<file path="config.mk">
export PLATFORM = sky130hd
export DESIGN_NAME = tone_gen
export DESIGN_NICKNAME = d
export VERILOG_FILES = /design/src/rtl/tone_gen_pkg.sv /design/src/rtl/tone_gen_tick_gen.sv /design/src/rtl/tone_gen.sv
export SDC_FILE = /design/constraint.sdc
export NUM_CORES = 1
export LEC_CHECK = 0
export CELL_PAD_IN_SITES_DETAIL_PLACEMENT = 1
export CELL_PAD_IN_SITES_GLOBAL_PLACEMENT = 1
export CORE_UTILIZATION = 36
export CTS_BUF_LIST = sky130_fd_sc_hd__clkbuf_4 sky130_fd_sc_hd__clkbuf_8 sky130_fd_sc_hd__clkbuf_16
export CTS_CLUSTER_SIZE = 30
export DETAILED_ROUTE_END_ITERATION = 10
export PLACE_DENSITY = 0.77
export SETUP_SLACK_MARGIN = 0.4
export SYNTH_ARGS = -nofsm -noshare
export SYNTH_HDL_FRONTEND = slang
export SYNTH_SLANG_ARGS = --single-unit
</file>
<file path="constraint.sdc">
create_clock -name clk -period 2.3 [get_ports clk]
set_input_delay 0.69 -clock clk [delete_from_list [all_inputs] [get_ports clk]]
set_output_delay 0.69 -clock clk [all_outputs]
set_load 0.02 [all_outputs]
</file>
<file path="src/rtl/tone_gen_pkg.sv">
// Shared types and constants for the square-wave tone generator.
// Holds the FSM state encoding and the default parameter values.
package tone_gen_pkg;

    typedef enum logic [1:0] {
        IDLE = 2'd0,
        LOAD = 2'd1,
        PLAY = 2'd2
    } state_t;

    localparam int PRESCALE_DEF = 8;
    localparam int DUR_W_DEF    = 12;
    localparam logic [3:0] REST_ADDR = 4'd13;

endpackage

</file>
<file path="src/rtl/tone_gen_tick_gen.sv">
// Prescaler for the tone generator: pulses tick once every PRESCALE enabled cycles.
// The pulse falls in the cycle where the count equals PRESCALE-1.
module tick_gen
    import tone_gen_pkg::*;
#(
    parameter int PRESCALE = PRESCALE_DEF
) (
    input  logic clk,
    input  logic rst,
    input  logic en,
    input  logic clr,
    output logic tick
);

    localparam int CW = (PRESCALE > 1) ? $clog2(PRESCALE) : 1;
    localparam logic [CW-1:0] LAST = CW'(PRESCALE - 1);

    logic [CW-1:0] cnt;

    assign tick = en && (cnt == LAST);

    always_ff @(posedge clk) begin
        if (rst || clr) begin
            cnt <= '0;
        end else if (en) begin
            cnt <= (cnt == LAST) ? '0 : cnt + 1'b1;
        end
    end

endmodule

</file>
<file path="src/rtl/tone_gen.sv">
// Note player: accepts a note, looks up its half-period in an external table,
// and plays a square wave for the requested number of ticks.
module tone_gen
    import tone_gen_pkg::*;
#(
    parameter int PRESCALE = PRESCALE_DEF,
    parameter int DUR_W    = DUR_W_DEF
) (
    input  logic             clk,
    input  logic             rst,
    input  logic             note_valid,
    output logic             note_ready,
    input  logic [3:0]       note_addr,
    input  logic             note_highkey,
    input  logic [DUR_W-1:0] note_dur,
    output logic [3:0]       db_addr,
    output logic             db_highkey,
    input  logic [7:0]       db_entry,
    output logic             audio_out,
    output logic             note_done,
    output logic             busy
);

    state_t           state;
    state_t           state_next;
    logic [DUR_W-1:0] dur_cnt;
    logic [7:0]       period;
    logic [7:0]       half_cnt;
    logic             tick;
    logic             accept;
    logic             note_end;

    tick_gen #(.PRESCALE(PRESCALE)) u_tick (
        .clk  (clk),
        .rst  (rst),
        .en   (state == PLAY),
        .clr  (state == LOAD),
        .tick (tick)
    );

    assign accept   = note_valid && note_ready;
    // A zero count ends on its first tick, same as a count of one.
    assign note_end = tick && ((dur_cnt == '0) || (dur_cnt == DUR_W'(1)));

    always_ff @(posedge clk) begin
        if (rst) begin
            state <= IDLE;
        end else begin
            state <= state_next;
        end
    end

    always_comb begin
        state_next = state;
        case (state)
            IDLE:    if (accept) state_next = LOAD;
            LOAD:    state_next = PLAY;
            PLAY:    if (note_end) state_next = IDLE;
            default: state_next = IDLE;
        endcase
    end

    always_comb begin
        note_ready = (state == IDLE);
        busy       = (state == LOAD) || (state == PLAY);
    end

    always_ff @(posedge clk) begin
        if (rst) begin
            db_addr    <= '0;
            db_highkey <= 1'b0;
            dur_cnt    <= '0;
            period     <= '0;
            half_cnt   <= '0;
            audio_out  <= 1'b0;
            note_done  <= 1'b0;
        end else begin
            note_done <= 1'b0;
            case (state)
                IDLE: begin
                    if (accept) begin
                        db_addr    <= note_addr;
                        db_highkey <= note_highkey;
                        dur_cnt    <= note_dur;
                    end
                end
                LOAD: begin
                    // Out-of-range addresses play as rests whatever the table returns.
                    period    <= (db_addr >= REST_ADDR) ? 8'd0 : db_entry;
                    half_cnt  <= '0;
                    audio_out <= 1'b0;
                end
                PLAY: begin
                    if (note_end) begin
                        dur_cnt   <= '0;
                        audio_out <= 1'b0;
                        note_done <= 1'b1;
                    end else if (tick) begin
                        dur_cnt <= dur_cnt - 1'b1;
                        if (period != 8'd0) begin
                            if (half_cnt == period - 8'd1) begin
                                audio_out <= ~audio_out;
                                half_cnt  <= '0;
                            end else begin
                                half_cnt <= half_cnt + 8'd1;
                            end
                        end
                    end
                end
                default: ;
            endcase
        end
    end

endmodule

</file>
## Word-level counts from Yosys, hierarchy flattened

Index checks and enable logic that the tools add are counted.

- Output and inout bits: 9
- Register bits: 40
- Input bits: 28

- Bitwise gates (word level): 2
- $lt $le $gt $ge: 1
- Equality and inequality tests: 13
- Reduce and logical (&&, ||, !) cells: 17
- Add/subtract/negate cells: 4
- Muxes and demuxes: 20

Operator list:

| kind | number |
|---|---|
| two-way mux 8 bit | 5 |
| two-way mux 12 bit | 3 |
| one-hot mux 12 bit (2 select lines) | 1 |
| one-hot mux 8 bit (2 select lines) | 1 |
| == test 12 x 1 -> 1 bit (second input constant) | 1 |
| logical NOT 12 bit | 1 |
| subtractor 12 x 1 -> 12 bit (second input constant) | 1 |
| != test 3 bit (second input constant) | 3 |
| adder 8 x 1 -> 8 bit (second input constant) | 1 |
| == test 8 bit | 1 |
| != test 2 bit (second input constant) | 4 |
| AND reduction 4 bit | 2 |
| nonzero test 8 bit | 1 |
| subtractor 8 x 1 -> 8 bit (second input constant) | 1 |
| one-hot mux 2 bit (3 select lines) | 1 |
| two-way mux 1 bit | 5 |
| greater-or-equal comparator 4 bit (second input constant) | 1 |
| two-way mux 2 bit | 2 |
| AND reduction 2 bit | 2 |
| nonzero test 2 bit | 2 |
| adder 3 x 1 -> 3 bit (second input constant) | 1 |
| == test 3 bit (second input constant) | 1 |
| logical AND 1 bit | 3 |
| logical OR 1 bit | 3 |
| 9 further kinds | 10 |

## Longest topological paths before layout

- Word-level depth: 7
- Depth in mapped cells: 10
- Gate-level depth less buffers: 9

## By module

Synthesis repeated with hierarchy kept, for this count alone.

- Cells, all modules: 293
- Area, all modules: 2353.5 µm²

Modules (own cells, without submodules):

| module | area an instance (µm²) | times used | cells each |
|---|---|---|---|
| tone_gen | 2204.6 | 1 | 280 |
| tick_gen | 148.9 | 1 | 13 |

## Worst setup path after synthesis

Ideal clock, no wire load.

- Path kind: register to register
- From: register period[0]
- To: register half_cnt[4]
- Stages on the path, launching flop included: 11
- Slack: -0.133 ns
- Data required time: 2.180 ns
- Path buffers: 1
- Arrival: 2.313 ns
- Path through: dfxtp_1 -> inv_1 -> ha_1 -> nor3b_1 -> xnor2_1 -> nand3_1 -> a2111o_1 -> o311ai_2 -> buf_6 -> nor2_1 -> a211o_1

- Cells in the longest elaborated chain, start to end: 7

Ends and longest elaborated chain:

| item | RTL line | RTL |
|---|---|---|
| start: declaration | tone_gen.sv:27 | `logic [7:0] period;` |
| start signal: assignment | tone_gen.sv:89 | `period <= (db_addr >= REST_ADDR) ? 8'd0 : db_entry;` |
| subtractor 8 x 1 -> 8 bit | tone_gen.sv:101 | `if (half_cnt == period - 8'd1) begin` |
| == test 8 bit | tone_gen.sv:101 |  |
| two-way mux 8 bit | tone_gen.sv:101 |  |
| two-way mux 8 bit | tone_gen.sv:100 | `if (period != 8'd0) begin` |
| two-way mux 8 bit | tone_gen.sv:98 | `end else if (tick) begin` |
| two-way mux 8 bit | tone_gen.sv:94 | `if (note_end) begin` |
| one-hot mux 8 bit (2 select lines) | tone_gen.sv:79 | `case (state)` |
| end signal: assignment | tone_gen.sv:105 | `half_cnt <= half_cnt + 8'd1;` |
| end: declaration | tone_gen.sv:28 | `logic [7:0] half_cnt;` |

Several ways; a longest one is shown, not always the timed one. The select of a mux whose other input is x is not followed.
A chain may end at the register's enable or synchronous reset.

## Worst setup path in the final report

- From: register period[0]
- To: register half_cnt[6]

Same word-level chain as after synthesis.

==> load_flow_metrics.sql <==
INSERT INTO impl_metrics (metric_group, metric, value, unit) VALUES
('status', 'run_status', 'complete, but fails checks', ''),
('status', 'failing_checks', 'negative setup slack', ''),
('critical_path', 'timing.critical_path.slowest_stage_cell', 'a2111o_1', ''),
('pwr', 'totalPowerFinal', '2.40', 'mW'),
('min_path', 'holdPathStages', '2', ''),
('floorplanning', 'starting_density', '0.382', ''),
('cells_and_area', 'stdcell_count', '430', ''),
('critical_path', 'crit_path_end_kind', 'register', ''),
('clock_tree', 'cts_tree', 'done', ''),
('sta', 'post-route-worst-setup-slack', '-25.3', 'ps'),
('global_route', 'antenna_found_initial', '0', ''),
('drt', 'routed_wire_length', '8.02', 'mm'),
('pwr', 'power_report.internal_total', '1.54', 'mW'),
('critical_path', 'cp_cell_sequence', 'inv_2 -> ha_4 -> nor3b_4 -> xnor2_1 -> nand3_1 -> a2111o_1 -> o311ai_4 -> buf_4 -> nor4_2 -> a211o_1', ''),
('critical_path', 'r2r_cells', '10', ''),
('critical_path', 'timing.critical_path.required', '2510', 'ps'),
('synth', 'synthDominantAreaCellType', 'dfxtp_1', ''),
('floorplanning', 'floorplan.core_area', '6060', 'um^2'),
('sta', 'maxSlewHeadroom', '0.673', ''),
('critical_path', 'reg2reg_to', 'half_cnt[6]$_SDFFE_PP0P_', ''),
('synth', 'syn_inst', '282', ''),
('min_path', 'whs_endpoint', 'db_highkey$_SDFFE_PP0P_', ''),
('floorplanning', 'die_w', '82.2', 'um'),
('drt', 'via_count_of_the_routed_design', '2393', ''),
('synth', 'asyncSetResetFlopFracSynth', '0', ''),
('pwr', 'clock_power_share', '0.254', ''),
('synth', 'ys_seq_area_frac', '0.346', ''),
('cells_and_area', 'final_layout_size_suffix_gt1_frac', '0.352', ''),
('global_route', 'use_met3', '0.0473', ''),
('pwr', 'pwr_density_cell', '676', 'nW/um^2'),
('global_route', 'global_route_wire_length_before_repair', '11.6', 'mm'),
('drt', 'routedWlPerCell', '18.7', 'um'),
('drt', 'drc_errors', '0', ''),
('floorplanning', 'placementRows', '28', ''),
('synth', 'yosysUniqueCellTypes', '49', ''),
('critical_path', 'worst_path_largest_cell_delay', '420', 'ps'),
('sta', 'setup_viol', '1', ''),
('synth', 'synth_top_cells_by_area', 'dfxtp_1 35%, ha_1 5.4%, nor2_1 4.1%', ''),
('clock_tree', 'clkSlewWorstSetupHoldPaths', '90', 'ps'),
('global_route', 'grt_pass1_vias', '2433', ''),
('critical_path', 'critPathTopFamily', 'compound AO/OA/AOI/OAI gates', ''),
('clock_tree', 'cts-htree-levels', '2', ''),
('floorplanning', 'die_area', '6760', 'um^2'),
('global_route', 'grt_overflow', '0', ''),
('pwr', 'power_leakage', '1.42', 'nW'),
('sta', 'timing.fmax', '0.430', 'GHz'),
('cells_and_area', 'num-nets-final', '392', ''),
('clock_tree', 'cts_hold_repair.buffers', '0', ''),
('synth', 'ys_ff_latch', '40', ''),
('synth', 'synthesis.area', '2320', 'um^2'),
('sta', 'final.period_utilization', '1.01', ''),
('critical_path', 'critical_path.max_fanout', '4', ''),
('critical_path', 'reg2reg_slack', '-30', 'ps'),
('sta', 'final.setup_skew', '9.36', 'ps'),
('pwr', 'max-vdd-ir-drop', '0.000463', 'V'),
('drt', 'drt_iter0_drc', '90', ''),
('synth', 'synth_top_cell_area_share', '0.346', ''),
('min_path', 'hold_path.class', 'reg -> reg', ''),
('place', 'dp_hpwl', '4.77', 'mm'),
('critical_path', 'critical_register_to_register_path_startpoint', 'period[0]$_SDFFE_PP0P_', ''),
('clock_tree', 'numClockSinks', '40', ''),
('drt', 'drt-vias-per-instance', '5.57', ''),
('floorplanning', 'floorplan.io_pins', '37', ''),
('critical_path', 'cp.buffers_inverters', '2', ''),
('synth', 'synth.avg_cell_area', '8.21', 'um^2'),
('drt', 'drtPass1Iterations', '4', ''),
('global_route', 'grt.met2_usage', '0.427', ''),
('critical_path', 'timing.setup.critical_path_class', 'reg -> reg', ''),
('place', 'place.detailed.instances', '403', ''),
('synth', 'yosysWarnings', '0', ''),
('synth', 'synth.most_common_cell', 'dfxtp_1', '');
==> what timing repair did <==
item | in CTS | in global routing
cloned | 3 | 0
setup endpoints to repair | 29 | 32
pin swaps | 19 | 17
resized for setup | 50 | 50
setup buffers | 9 | 7
==> cells in the final DEF (no fill, tap or decap), types with 4 or more instances in the layout <==
| cell | instances |
|---|---|
| nand2b_1 | 6 |
| nand3_1 | 11 |
| dfxtp_4 | 6 |
| buf_4 | 37 |
| a22oi_2 | 4 |
| o21ai_0 | 5 |
| nand2b_4 | 4 |
| clkdlybuf4s50_1 | 27 |
| nor2_1 | 23 |
| mux2i_1 | 5 |
| nor4_1 | 6 |
| inv_1 | 15 |
| dfxtp_2 | 7 |
| ha_4 | 6 |
| o21ai_1 | 4 |
| o22ai_1 | 4 |
| nor3_1 | 6 |
| clkbuf_8 | 5 |
| dlygate4sd2_1 | 7 |
| a21oi_1 | 8 |
| inv_2 | 4 |
| ha_1 | 4 |
| a22o_1 | 8 |
| nand2_1 | 19 |
| xnor2_1 | 7 |
| xor2_1 | 5 |
| dfxtp_1 | 27 |
| buf_6 | 5 |
==> layer usage <==
metal	wire length (um)	vias to the layer above
met5	0	-
met4	184	0
met3	211	15
met2	4230	39
met1	3390	1175
li1	-	1164
==> worst register-to-register path: stages (launching register included) <==
cell and delay (ps):
dfxtp_2 340, inv_2 60, ha_4 130, nor3b_4 210, xnor2_1 140, nand3_1 90
a2111o_1 420, o311ai_4 350, buf_4 180, nor4_2 40, a211o_1 260
==> power by group through the flow <==
| stage | Combinational, mW | Clock [mW] | Sequential [mW] |
|---|---|---|---|
| after floorplan | 0.450 | 0 | 0.830 |
| final | 0.949 | 0.608 | 0.840 |
| after global routing | 1.03 | 0.646 | 0.848 |
| after detailed placement | 0.723 | 0 | 0.834 |
| after CTS | 0.798 | 0.614 | 0.827 |
| after global placement | 0.703 | 0 | 0.829 |
==> kinds of logic (layout without fill, tap and decap cells) <==
group,count (synthesis),in the layout,share of synthesized area
AO/OA/AOI/OAI,65,65,0.199
XOR/XNOR,12,12,0.0454
adder cells (fa/ha/maj),10,10,0.0540
buffers and inverters,37,107,0.0637
flip-flops,40,40,0.346
multiplexers,7,7,0.0313
AND/OR/NAND/NOR,111,114,0.260
==> state kept, by name (all words and copies together), names as in the netlist <==
| signal | cells |
|---|---|
| note_done | 1 |
| dur_cnt | 12 |
| audio_out | 1 |
| half_cnt | 8 |
| db_addr | 4 |
| u_tick.cnt | 3 |
| state | 2 |
| db_highkey | 1 |
| period | 8 |
==> final cells by class <==
type,instances,area (um^2)
Tap cell,75,93.8
Clock inverter,2,35.0
Clock buffer,6,76.3
Timing Repair Buffer,79,696
Fill cell,709,2520
Sequential cell,40,832
Multi-Input combinational cell,208,1730
Inverter,20,77.6
==> stage by stage <==
| step | setup TNS, ps | hold slack, ps | utilization | area, um^2 | setup slack, ps |
|---|---|---|---|---|---|
| floorplan | 0 | 453 | - | 2370 | 135 |
| CTS | -92.0 | 462 | 0.545 | 3300 | -39.9 |
| global route | -590 | 497 | 0.585 | 3540 | -129 |
| global placement | 0 | 446 | 0.487 | 2950 | 8.87 |
| finish | -25.3 | 469 | 0.585 | 3540 | -25.3 |
| detailed placement | -379 | 452 | 0.487 | 2950 | -97.5 |
==> how the worst max path moves through the flow <==
| stage | from | end | slack [ps] | cells after the start |
|---|---|---|---|---|
| 2_1_floorplan | period[0]$_SDFFE_PP0P_ | half_cnt[4]$_SDFFE_PP0P_ | 140 | 10 |
| 3_3_place_gp | period[1]$_SDFFE_PP0P_ | half_cnt[4]$_SDFFE_PP0P_ | 9 | 10 |
| 3_5_place_dp | period[0]$_SDFFE_PP0P_ | half_cnt[4]$_SDFFE_PP0P_ | -100 | 10 |
| 4_1_cts | period[0]$_SDFFE_PP0P_ | half_cnt[4]$_SDFFE_PP0P_ | -40 | 10 |
| 5_1_grt | period[0]$_SDFFE_PP0P_ | half_cnt[6]$_SDFFE_PP0P_ | -130 | 10 |
| 6_report | period[0]$_SDFFE_PP0P_ | half_cnt[6]$_SDFFE_PP0P_ | -30 | 10 |
No activity file was read; power rests on OpenSTA's default activity.
